==> src/rtl/rfid_rx_pkg.sv <==
// Shared types and constants for the reply-frame receive controller.
package rfid_rx_pkg;

    localparam int BANKS      = 9;
    localparam int BANK_WIDTH = $clog2(BANKS);

    typedef enum logic [1:0] {
        IDLE,
        ARMED,
        RECEIVE,
        DONE
    } rx_state_e;

endpackage

==> src/rtl/rx_watchdog.sv <==
// Loadable down-counter; expired flags the tick that would take it to zero,
// so the owner can react on the same edge the count runs out.
module rx_watchdog #(
    parameter int W = 16
) (
    input  logic         clk,
    input  logic         rst,
    input  logic         load,
    input  logic [W-1:0] load_val,
    input  logic         tick,
    output logic         expired
);

    logic [W-1:0] cnt_q, cnt_d;

    always_comb begin
        cnt_d = cnt_q;
        if (load) begin
            cnt_d = load_val;
        end else if (tick && (cnt_q != '0)) begin
            cnt_d = cnt_q - 1'b1;
        end
    end

    always_ff @(posedge clk or posedge rst) begin
        if (rst) begin
            cnt_q <= '0;
        end else begin
            cnt_q <= cnt_d;
        end
    end

    assign expired = tick && !load && (cnt_q <= W'(1));

endmodule

==> src/rtl/rx_frame_ctrl.sv <==
// Reply-frame receive controller: arms the preamble detector, waits for lock,
// then forwards a fixed number of payload bits under arm and gap watchdogs.
module rx_frame_ctrl
    import rfid_rx_pkg::*;
#(
    parameter int BANKS = rfid_rx_pkg::BANKS,
    parameter int LEN_W = 8,
    parameter int TMO_W = 16
) (
    input  logic                     clk,
    input  logic                     rst,
    input  logic                     arm,
    input  logic                     abort,
    input  logic [LEN_W-1:0]         cfg_len,
    input  logic [TMO_W-1:0]         cfg_arm_tmo,
    input  logic [TMO_W-1:0]         cfg_gap_tmo,
    output logic                     det_rst,
    input  logic                     det_dat,
    input  logic                     det_vld,
    input  logic                     preamble_detected,
    input  logic [$clog2(BANKS)-1:0] frequency_bank,
    output logic                     frame_dat,
    output logic                     frame_vld,
    output logic                     frame_last,
    output logic [$clog2(BANKS)-1:0] frame_bank,
    output logic                     busy,
    output logic                     done,
    output logic                     err_tmo,
    output logic                     err_gap,
    output logic                     err_cfg
);

    rx_state_e state_q, state_d;

    logic [LEN_W-1:0] len_q, len_d;
    logic [LEN_W-1:0] bit_cnt_q, bit_cnt_d, bit_cnt_inc;
    logic [TMO_W-1:0] gap_tmo_q, gap_tmo_d;

    logic                     det_rst_q, det_rst_d;
    logic                     frame_dat_q, frame_dat_d;
    logic                     frame_vld_q, frame_vld_d;
    logic                     frame_last_q, frame_last_d;
    logic [$clog2(BANKS)-1:0] frame_bank_q, frame_bank_d;
    logic                     busy_q, busy_d;
    logic                     done_q, done_d;
    logic                     err_tmo_q, err_tmo_d;
    logic                     err_gap_q, err_gap_d;
    logic                     err_cfg_q, err_cfg_d;

    logic arm_ok, lock, accept_bit;
    logic arm_tick, arm_expired;
    logic gap_load, gap_tick, gap_expired;

    // Abort masks every qualified event so nothing is latched or pulsed on that edge.
    assign arm_ok      = (state_q == IDLE) && arm && (cfg_len != '0) && !abort;
    assign lock        = (state_q == ARMED) && preamble_detected && !abort;
    assign accept_bit  = (state_q == RECEIVE) && det_vld && !frame_last_q && !abort;
    assign bit_cnt_inc = bit_cnt_q + 1'b1;

    assign arm_tick = (state_q == ARMED);
    assign gap_load = lock || accept_bit;
    assign gap_tick = (state_q == RECEIVE) && !det_vld && !frame_last_q;

    // The arm timeout is only needed at load time, so the timer itself holds it.
    rx_watchdog #(.W(TMO_W)) u_arm_wdg (
        .clk      (clk),
        .rst      (rst),
        .load     (arm_ok),
        .load_val (cfg_arm_tmo),
        .tick     (arm_tick),
        .expired  (arm_expired)
    );

    rx_watchdog #(.W(TMO_W)) u_gap_wdg (
        .clk      (clk),
        .rst      (rst),
        .load     (gap_load),
        .load_val (gap_tmo_q),
        .tick     (gap_tick),
        .expired  (gap_expired)
    );

    always_ff @(posedge clk or posedge rst) begin
        if (rst) begin
            state_q <= IDLE;
        end else begin
            state_q <= state_d;
        end
    end

    // RECEIVE lingers one cycle after the last bit so done trails frame_last.
    always_comb begin
        state_d = state_q;
        case (state_q)
            IDLE: begin
                if (arm_ok) state_d = ARMED;
            end
            ARMED: begin
                if (preamble_detected) state_d = RECEIVE;
                else if (arm_expired)  state_d = IDLE;
            end
            RECEIVE: begin
                if (frame_last_q)                  state_d = DONE;
                else if (!det_vld && gap_expired)  state_d = IDLE;
            end
            DONE:    state_d = IDLE;
            default: state_d = IDLE;
        endcase
        if (abort) state_d = IDLE;
    end

    always_comb begin
        len_d        = len_q;
        gap_tmo_d    = gap_tmo_q;
        bit_cnt_d    = bit_cnt_q;
        frame_bank_d = frame_bank_q;
        frame_vld_d  = 1'b0;
        frame_dat_d  = 1'b0;
        frame_last_d = 1'b0;

        if (arm_ok) begin
            len_d     = cfg_len;
            gap_tmo_d = cfg_gap_tmo;
        end
        if (lock) begin
            bit_cnt_d    = '0;
            frame_bank_d = frequency_bank;
        end
        if (accept_bit) begin
            bit_cnt_d    = bit_cnt_inc;
            frame_vld_d  = 1'b1;
            frame_dat_d  = det_dat;
            frame_last_d = (bit_cnt_inc == len_q);
        end

        done_d    = (state_d == DONE);
        err_tmo_d = (state_q == ARMED) && !preamble_detected && arm_expired && !abort;
        err_gap_d = (state_q == RECEIVE) && !frame_last_q && !det_vld && gap_expired && !abort;
        err_cfg_d = (state_q == IDLE) && arm && (cfg_len == '0) && !abort;
        busy_d    = (state_d != IDLE);
        det_rst_d = (state_d == IDLE);
    end

    always_ff @(posedge clk or posedge rst) begin
        if (rst) begin
            len_q        <= '0;
            gap_tmo_q    <= '0;
            bit_cnt_q    <= '0;
            det_rst_q    <= 1'b1;
            frame_dat_q  <= 1'b0;
            frame_vld_q  <= 1'b0;
            frame_last_q <= 1'b0;
            frame_bank_q <= '0;
            busy_q       <= 1'b0;
            done_q       <= 1'b0;
            err_tmo_q    <= 1'b0;
            err_gap_q    <= 1'b0;
            err_cfg_q    <= 1'b0;
        end else begin
            len_q        <= len_d;
            gap_tmo_q    <= gap_tmo_d;
            bit_cnt_q    <= bit_cnt_d;
            det_rst_q    <= det_rst_d;
            frame_dat_q  <= frame_dat_d;
            frame_vld_q  <= frame_vld_d;
            frame_last_q <= frame_last_d;
            frame_bank_q <= frame_bank_d;
            busy_q       <= busy_d;
            done_q       <= done_d;
            err_tmo_q    <= err_tmo_d;
            err_gap_q    <= err_gap_d;
            err_cfg_q    <= err_cfg_d;
        end
    end

    assign det_rst    = det_rst_q;
    assign frame_dat  = frame_dat_q;
    assign frame_vld  = frame_vld_q;
    assign frame_last = frame_last_q;
    assign frame_bank = frame_bank_q;
    assign busy       = busy_q;
    assign done       = done_q;
    assign err_tmo    = err_tmo_q;
    assign err_gap    = err_gap_q;
    assign err_cfg    = err_cfg_q;

endmodule

==> config.mk <==
export PLATFORM = sky130hd
export DESIGN_NAME = rx_frame_ctrl
export DESIGN_NICKNAME = d
export VERILOG_FILES = /design/src/rtl/rfid_rx_pkg.sv /design/src/rtl/rx_watchdog.sv /design/src/rtl/rx_frame_ctrl.sv
export SDC_FILE = /design/constraint.sdc
export NUM_CORES = 1
export LEC_CHECK = 0
export CAP_MARGIN = 10
export CORE_ASPECT_RATIO = 1.4
export CORE_MARGIN = 2
export CORE_UTILIZATION = 35
export CTS_BUF_LIST = sky130_fd_sc_hd__clkbuf_16
export CTS_CLUSTER_DIAMETER = 100
export DETAILED_ROUTE_END_ITERATION = 10
export GPL_ROUTABILITY_DRIVEN = 0
export PLACE_DENSITY = 0.57
export SYNTH_ARGS = -nofsm -noshare
export SYNTH_HDL_FRONTEND = slang
export SYNTH_SLANG_ARGS = --single-unit
==> constraint.sdc <==
create_clock -name clk -period 5.35 [get_ports clk]
set_input_delay 1.605 -clock clk [delete_from_list [all_inputs] [get_ports clk]]
set_output_delay 1.605 -clock clk [all_outputs]
set_load 0.1 [all_outputs]
==> results of run 1 <==
[Yosys cell counts (4+ instances only)]
library cell | count | area share [%]
nand2_1 | 115 | 11
dfrtp_1 | 78 | 48
o21ai_0 | 32 | 4.0
nor2_1 | 21 | 2.0
clkbuf_1 | 13 | 1.2
inv_1 | 12 | 1.1
xnor2_1 | 12 | 2.6
a21oi_1 | 11 | 1.4
nand3_1 | 11 | 1.4
nor3_1 | 10 | 1.2
xor2_1 | 10 | 2.2
nor4_1 | 7 | 1.1
a211oi_1 | 6 | 1.1
and2_1 | 6 | 0.93
and3_1 | 6 | 0.93
o211ai_1 | 6 | 1.1
ha_1 | 5 | 1.6
mux2_2 | 5 | 1.4
o311ai_0 | 5 | 1.1
or3_1 | 5 | 0.78
or4_1 | 4 | 0.75
[area by class of cell]
class	instances	area, sq um	share of cell area, %
sequential	79	1980	38.8
multi-input combinational	331	1930	37.9
timing repair buffer	70	683	13.4
clock buffer	9	225	4.42
tap	144	180	3.53
clock inverter	7	55.1	1.08
inverter	12	45.0	0.883
[metrics by stage]
stage / worst slack [ns] / power (uW) / hold WS (ns) / cells / utilization [%]
after floorplan: 1.72 / 1270 / 0.440 / 438 / -
after global placement: 1.38 / 1420 / 0.462 / 636 / 42.7
after detailed placement: 1.30 / 1440 / 0.464 / 636 / 42.7
after CTS: 1.66 / 2030 / 0.479 / 652 / 45.2
after global routing: 1.46 / 2140 / 0.499 / 652 / 45.2
final: 1.65 / 2020 / 0.475 / 652 / 45.2
[flip-flops by register name, indices dropped and copies added (netlist names)]
name,cells
frame_vld,1
gap_tmo_q,16
err_gap,1
err_tmo,1
u_arm_wdg.cnt_q,16
len_q,8
frame_bank,4
u_gap_wdg.cnt_q,16
state_q,2
bit_cnt_q,8
frame_dat,1
busy,1
frame_last,1
det_rst,1
done,1
err_cfg,1
[worst paths after layout]
| kind | slack (ns) | to | from | cells past startpoint |
|---|---|---|---|---|
| setup / recovery | 1.65 | u_gap_wdg.cnt_q[11] | abort | 5 |
| hold / removal | 0.47 | gap_tmo_q[15] | gap_tmo_q[15] | 2 |
| setup reg to reg | 2.92 | u_gap_wdg.cnt_q[11] | state_q[0] | 4 |
| hold reg to reg | 0.47 | gap_tmo_q[15] | gap_tmo_q[15] | 2 |
| max in group asynchronous | 2.76 | u_gap_wdg.cnt_q[9] | rst | 3 |
| min in group asynchronous | 1.77 | u_arm_wdg.cnt_q[5] | rst | 2 |
[routing by layer]
layer / vias to the layer above / routed length, microns / track usage (%) / share of wire (%)
met2: 56 / 4850 / 28.0 / 50
met5: - / 0 / 0 / 0
met1: 1591 / 4230 / 21.4 / 44
met4: 0 / 216 / 7.67 / 2.2
met3: 12 / 333 / 3.33 / 3.5
li1: 1681 / - / - / -
[worst register-to-register path: stages (launching register included)]
cell and delay [ns]:
dfrtp_1 0.50, nor3b_1 0.65, a21o_1 0.67, o21ai_0 0.20, a221o_1 0.31
[power by group through the flow]
stage	clock (uW)	combinational (uW)	sequential, uW
after floorplan	0	325	942
after global placement	0	535	887
after detailed placement	0	547	891
after CTS	600	550	884
after global routing	628	606	909
final	590	544	885
[logic make-up (layout without fill, tap and decap cells)]
logic type,count (synthesis),count (layout)
AO/OA/AOI/OAI,87,87
AND/OR/NAND/NOR,210,210
XOR/XNOR,22,22
buffers and inverters,28,98
flip-flops,79,79
multiplexers,7,7
adder cells (fa/ha/maj),5,5
==> impl_results.md, run 1 <==
* Slew HR at 34.4%
* DR vias/cell at 5.12
* Largest net degree at the start of global routing at 44
* Final Cell Area at 0.00510 sq mm
* Overall Global Routing Usage at between 10% and 20%
* # fillers at around 1,100
* Max VDD drop at 0.166 mV
* Synth-to-Final Area Change at 26.7%
* Height of the die at 131 microns
* Critical path type: in -> reg
* Pwr/cell area at 396 mW/mm^2
* Most common cell after layout, fill and taps aside: nand2_1
* # IOs at 64
* Worst-path fanout max at 22
* Run status: complete, no violations
* Clock Power Share at 29.2%
* Leak at between 0.002 and 0.0025 uW
* Hold Vio Cnt, Final at 0
* Worst path bufs/invs at 1
* Share of post-route cells with drive strength above 1 at 7.09%
* Final Slew Violations at 0
* Max Root-Sink Buffers at 2
* Multiplexer share of the synthesized area at between 1.5 and 2%
* Post-DP HPWL at 7.08 mm
* Crit path required time at 5.57 ns
* Simple-gate area share of the yosys netlist at 25.3%
* CTS tree: built
* Clock buffer count from CTS at 9
* Fin nets at 559
* Cells after Synth at approximately 440
* #FFs+latches synth at 79
* Initial Utilization at 35.7%
* Yosys cell types at 60
* Synth warn at 0
* First-pass GRT wire length at roughly 16 mm
* Seq/Total Area, Yosys at 49.1%
* Startpoint Class: input port
* Largest family of logic cells by synthesized area: simple AND/OR/NAND/NOR gates
* Drt pass-1 iters at 5
* Worst setup EP type: flip-flop
* Fin crit share at 69.1%
* Crit-path leading delay family: compound AO/OA/AOI/OAI gates
* Later-pin clock latency in the skew report at 0.34 ns
* Critical-path cell list: clkdlybuf4s50_1, nor3b_1, a21o_1, o21ai_0, a221o_1
* Std-Cell Rows at 46
* Skew final at 0.00751 ns
* # DRC at 0
* Hold Buf Count CTS at 0
* Clock transition at path regs at approximately 0.06 ns
* Sink Count at 79
* CP max stage delay at between 0.6 and 0.7 ns
* Switching Share at between 30% and 40%
* Unrepaired setup endpoints after global routing: no
* Number of global-route vias before repair at 3,279
* Inserted Diodes at 0
* Hold Crit Class: reg -> reg
* WL final at 9.63 mm
* DIE AREA at 0.0124 sq mm
* Cell internal pwr at between 1000 and 1500 uW
* Clock period minus worst slack at 3.70 ns
* Total grt overflow at 0
* Slowest CP cell: a21o_1
* Number of flops mapped to enable cells by yosys at 0
* # resized after CTS at 0
* Routed Antenna Nets at 0
* Die X at 94.7 microns
* Post-synthesis net count at roughly 490
* Worst-Margin Slew at 0.980 ns
* Mapped Area at roughly 0.0040 sq mm
* MaxCap Viol Count at 0
* Async set-reset flop share out of synthesis at 100%
* Port Buffers at 63
* Setup TNS at 0 ns
* Final setup violation count at 0
* Proportion of power drawn by flip-flops and latches at 43.8%
* Antenna violations before repair at 0
* DR WL/cell at 14.8 microns
* Drt initial violations at roughly 150
* Root Buffer: clkbuf_16
* Post-Synth XOR/XNOR Area at 4.79%
* Synth Area in Compound Gates at 14.4%
* Switch Pwr at 699 uW
* Post-Syn Area per Cell at 9.19 sq um
* Maximum clock frequency at roughly 270 MHz
* Synth Flop Type: dfrtp_1
* Adder-cell share of the synthesized area at ~1.6%
* Core box area at 0.0113 sq mm
* Most frequent cells in the layout: nand2_1, dfrtp_1, clkdlybuf4s50_1
* Placed Instance Area at 0.00482 sq mm
* Gate power share at a little over a quarter
* Worst endpoint data arrival time at around 4 ns
* Post CTS Setup Buffer Count at 0
* Via count at 3,340
* H-tree Lvls at 3
Power figures use the tool's default switching activity.
==> run 2, diff against run 1 <==
--- a/config.mk
+++ b/config.mk
@@ -13,7 +13,7 @@
 export CTS_CLUSTER_DIAMETER = 100
 export DETAILED_ROUTE_END_ITERATION = 10
 export GPL_ROUTABILITY_DRIVEN = 0
-export PLACE_DENSITY = 0.57
+export PLACE_DENSITY = 0.59
 export SYNTH_ARGS = -nofsm -noshare
 export SYNTH_HDL_FRONTEND = slang
 export SYNTH_SLANG_ARGS = --single-unit
==> constraint.sdc (replaced) <==
create_clock -name clk -period 3.4 [get_ports clk]
set_input_delay 1.02 -clock clk [delete_from_list [all_inputs] [get_ports clk]]
set_output_delay 1.02 -clock clk [all_outputs]
set_load 0.1 [all_outputs]
==> impl_results.md, run 2 (synthesis results as in run 1) <==
* DIE AREA at 0.0124 sq mm (unchanged)
* Most frequent cells in the layout: nand2_1, dfrtp_1, clkdlybuf4s50_1
* Worst-Margin Slew at 0.700 ns (-0.281 ns)
* Met2 wire length at 4.70 mm (-3.0%)
* WL final at 9.42 mm (-2.2%)
* Startpoint Class: input port
* Final Slew Violations at 0 (unchanged)
* Maximum clock frequency at 372 MHz
* Hold Buf Count CTS at 0 (unchanged)
* Post-DP HPWL at 6.81 mm (-3.8%)
* Run status: complete, no violations
* Inserted Diodes at 0 (unchanged)
* Port Buffers at 63 (unchanged)
* First-pass GRT wire length at 15.7 mm (-2.2%)
* DR vias/cell at 5.21 (+1.8%)
* Leak at 0.00224 uW (+2.8%)
* Final setup violation count at 0 (unchanged)
* MaxCap Viol Count at 0 (unchanged)
* Critical Path Start: det_vld
* Synth-to-Final Area Change at 28.1%
* Worst-path fanout max at 4 (-82%)
* Worst endpoint data arrival time at 2.91 ns (-1.01 ns)
* Worst R2R End: u_arm_wdg.cnt_q[10]
* Met3 wire len at 394 microns (+18%)
* M1 WL at 4.07 mm (-3.7%)
* Drt initial violations at 101 (-34%)
* Skew final at 0.00739 ns (-0.000125 ns)
* Drt pass-1 iters at 4 (-1)
* Largest net degree at the start of global routing at 80 (+82%)
* Number of global-route vias before repair at 3,387 (+3.3%)
* Unrepaired setup endpoints after global routing: no
* Total grt overflow at 0 (unchanged)
* Slew HR at 52.9% (+18 points)
* H-tree Lvls at 3 (unchanged)
* Worst setup EP type: flip-flop
* Routed Antenna Nets at 0 (unchanged)
* Post CTS Setup Buffer Count at 0 (unchanged)
* Most common cell after layout, fill and taps aside: nand2_1
* Reg2Reg Depth at 7 (+3)
* Setup TNS at 0 ns (unchanged)
* CTS tree: built
* # DRC at 0 (unchanged)
* Post-layout util at 45.7% (+0.51 points)
* Setup WS post-layout at 0.712 ns (-0.938 ns)
* Max VDD drop at 0.216 mV (+30%)
* Fin nets at 565 (+1.1%)
* # IOs at 64 (unchanged)
* Clock transition at path regs at 0.06 ns (about the same)
* Antenna violations before repair at 0 (unchanged)
* Height of the die at 131 microns (unchanged)
* Placed Instance Area at 0.00484 sq mm (+0.52%)
* Crit path required time at 3.62 ns (-1.95 ns)
* Uppermost routed layer: met4
* Root Buffer: clkbuf_16
* Core box area at 0.0113 sq mm (unchanged)
* Via count at 3,431 (+2.7%)
* Clock period minus worst slack at between 2 and 3 ns
* Share of post-route cells with drive strength above 1 at 11.1% (+4.0 points)
* Pre-CTS WS at 0.372 ns (-0.925 ns)
* Hold Vio Cnt, Final at 0 (unchanged)
* Reg2Reg Launch Point: u_arm_wdg.cnt_q[0]
* Pwr/cell area at 632 mW/mm^2 (+60%)
* Initial Utilization at 35.7% (unchanged)
* Top Registers: gap_tmo_q (16), u_arm_wdg.cnt_q (16), u_gap_wdg.cnt_q (16)
* Sink Count at 79 (unchanged)
* Critical Path End: u_gap_wdg.cnt_q[6]
* Clock buffer count from CTS at 9 (unchanged)
* Fin crit share at 79.0%
* Die X at 94.7 microns (unchanged)
* Overall Global Routing Usage at 16.4% (-0.49 points)
* DR WL/cell at 14.3 microns (-3.1%)
* Later-pin clock latency in the skew report at 0.34 ns (about the same)
* Max Root-Sink Buffers at 2 (unchanged)
* Std-Cell Rows at 46 (unchanged)
* # resized after CTS at 0 (unchanged)
* Critical path type: in -> reg
* Reg2Reg Setup Slack at 1.14 ns (-1.78 ns)
* Hold Crit Class: reg -> reg
* Final hold slack at 0.472 ns (-0.00319 ns)
* Final Cell Area at 0.00516 sq mm (+1.1%)
==> run 2: cell count changes in the layout (fill, tap and decap cells not counted) <==
cell / previous run / this run
buf_4: 7 / 25
buf_12: 0 / 1
inv_1: 12 / 11
clkinvlp_4: 0 / 2
clkdlybuf4s50_1: 63 / 50
clkinv_1: 3 / 2
clkinv_2: 2 / 1
bufinv_16: 1 / 2
==> run 2: worst max-delay path, cell delays in order <==
cell             delay (ns)
clkdlybuf4s50_1        0.49
or4b_2                 0.73
nor2_1                 0.21
nand2_1                0.13
o311ai_1               0.24
nand2_1                0.08
==> run 2: layout make-up <==
class | count | area (sq um)
sequential | 79 | 1980
multi-input combinational | 331 | 1930
inverter | 12 | 45.0
clock inverter | 7 | 87.6
fill | 1117 | 6120
timing repair buffer | 76 | 708
clock buffer | 9 | 225
tap | 144 | 180
==> run 2: power breakdown <==
part	total, uW	internal, uW	switching, uW
combinational	854	353	502
sequential	1390	1170	222
clock	1020	636	382
total	3260	2160	1110
==> run 2: layer usage <==
metal,GRT usage [%],vias to the layer above
li1,-,1697
met1,19.3,1656
met2,28.1,56
met3,3.90,22
met4,7.93,0
met5,0,-
==> run 2: worst min path at each step <==
stage,from,to,depth (start not counted)
6_report,gap_tmo_q[4],gap_tmo_q[4],2
3_3_place_gp,gap_tmo_q[8],gap_tmo_q[8],2
3_5_place_dp,gap_tmo_q[4],gap_tmo_q[4],2
5_1_grt,gap_tmo_q[14],gap_tmo_q[14],2
4_1_cts,gap_tmo_q[4],gap_tmo_q[4],2
2_1_floorplan,gap_tmo_q[2],gap_tmo_q[2],2
==> run 2: through the flow <==
step / power [uW] / std cells
after detailed placement: 2260 / 642
after global routing: 3460 / 658
after CTS: 3290 / 658
after floorplan: 1990 / 438
after global placement: 2240 / 642
final: 3260 / 658
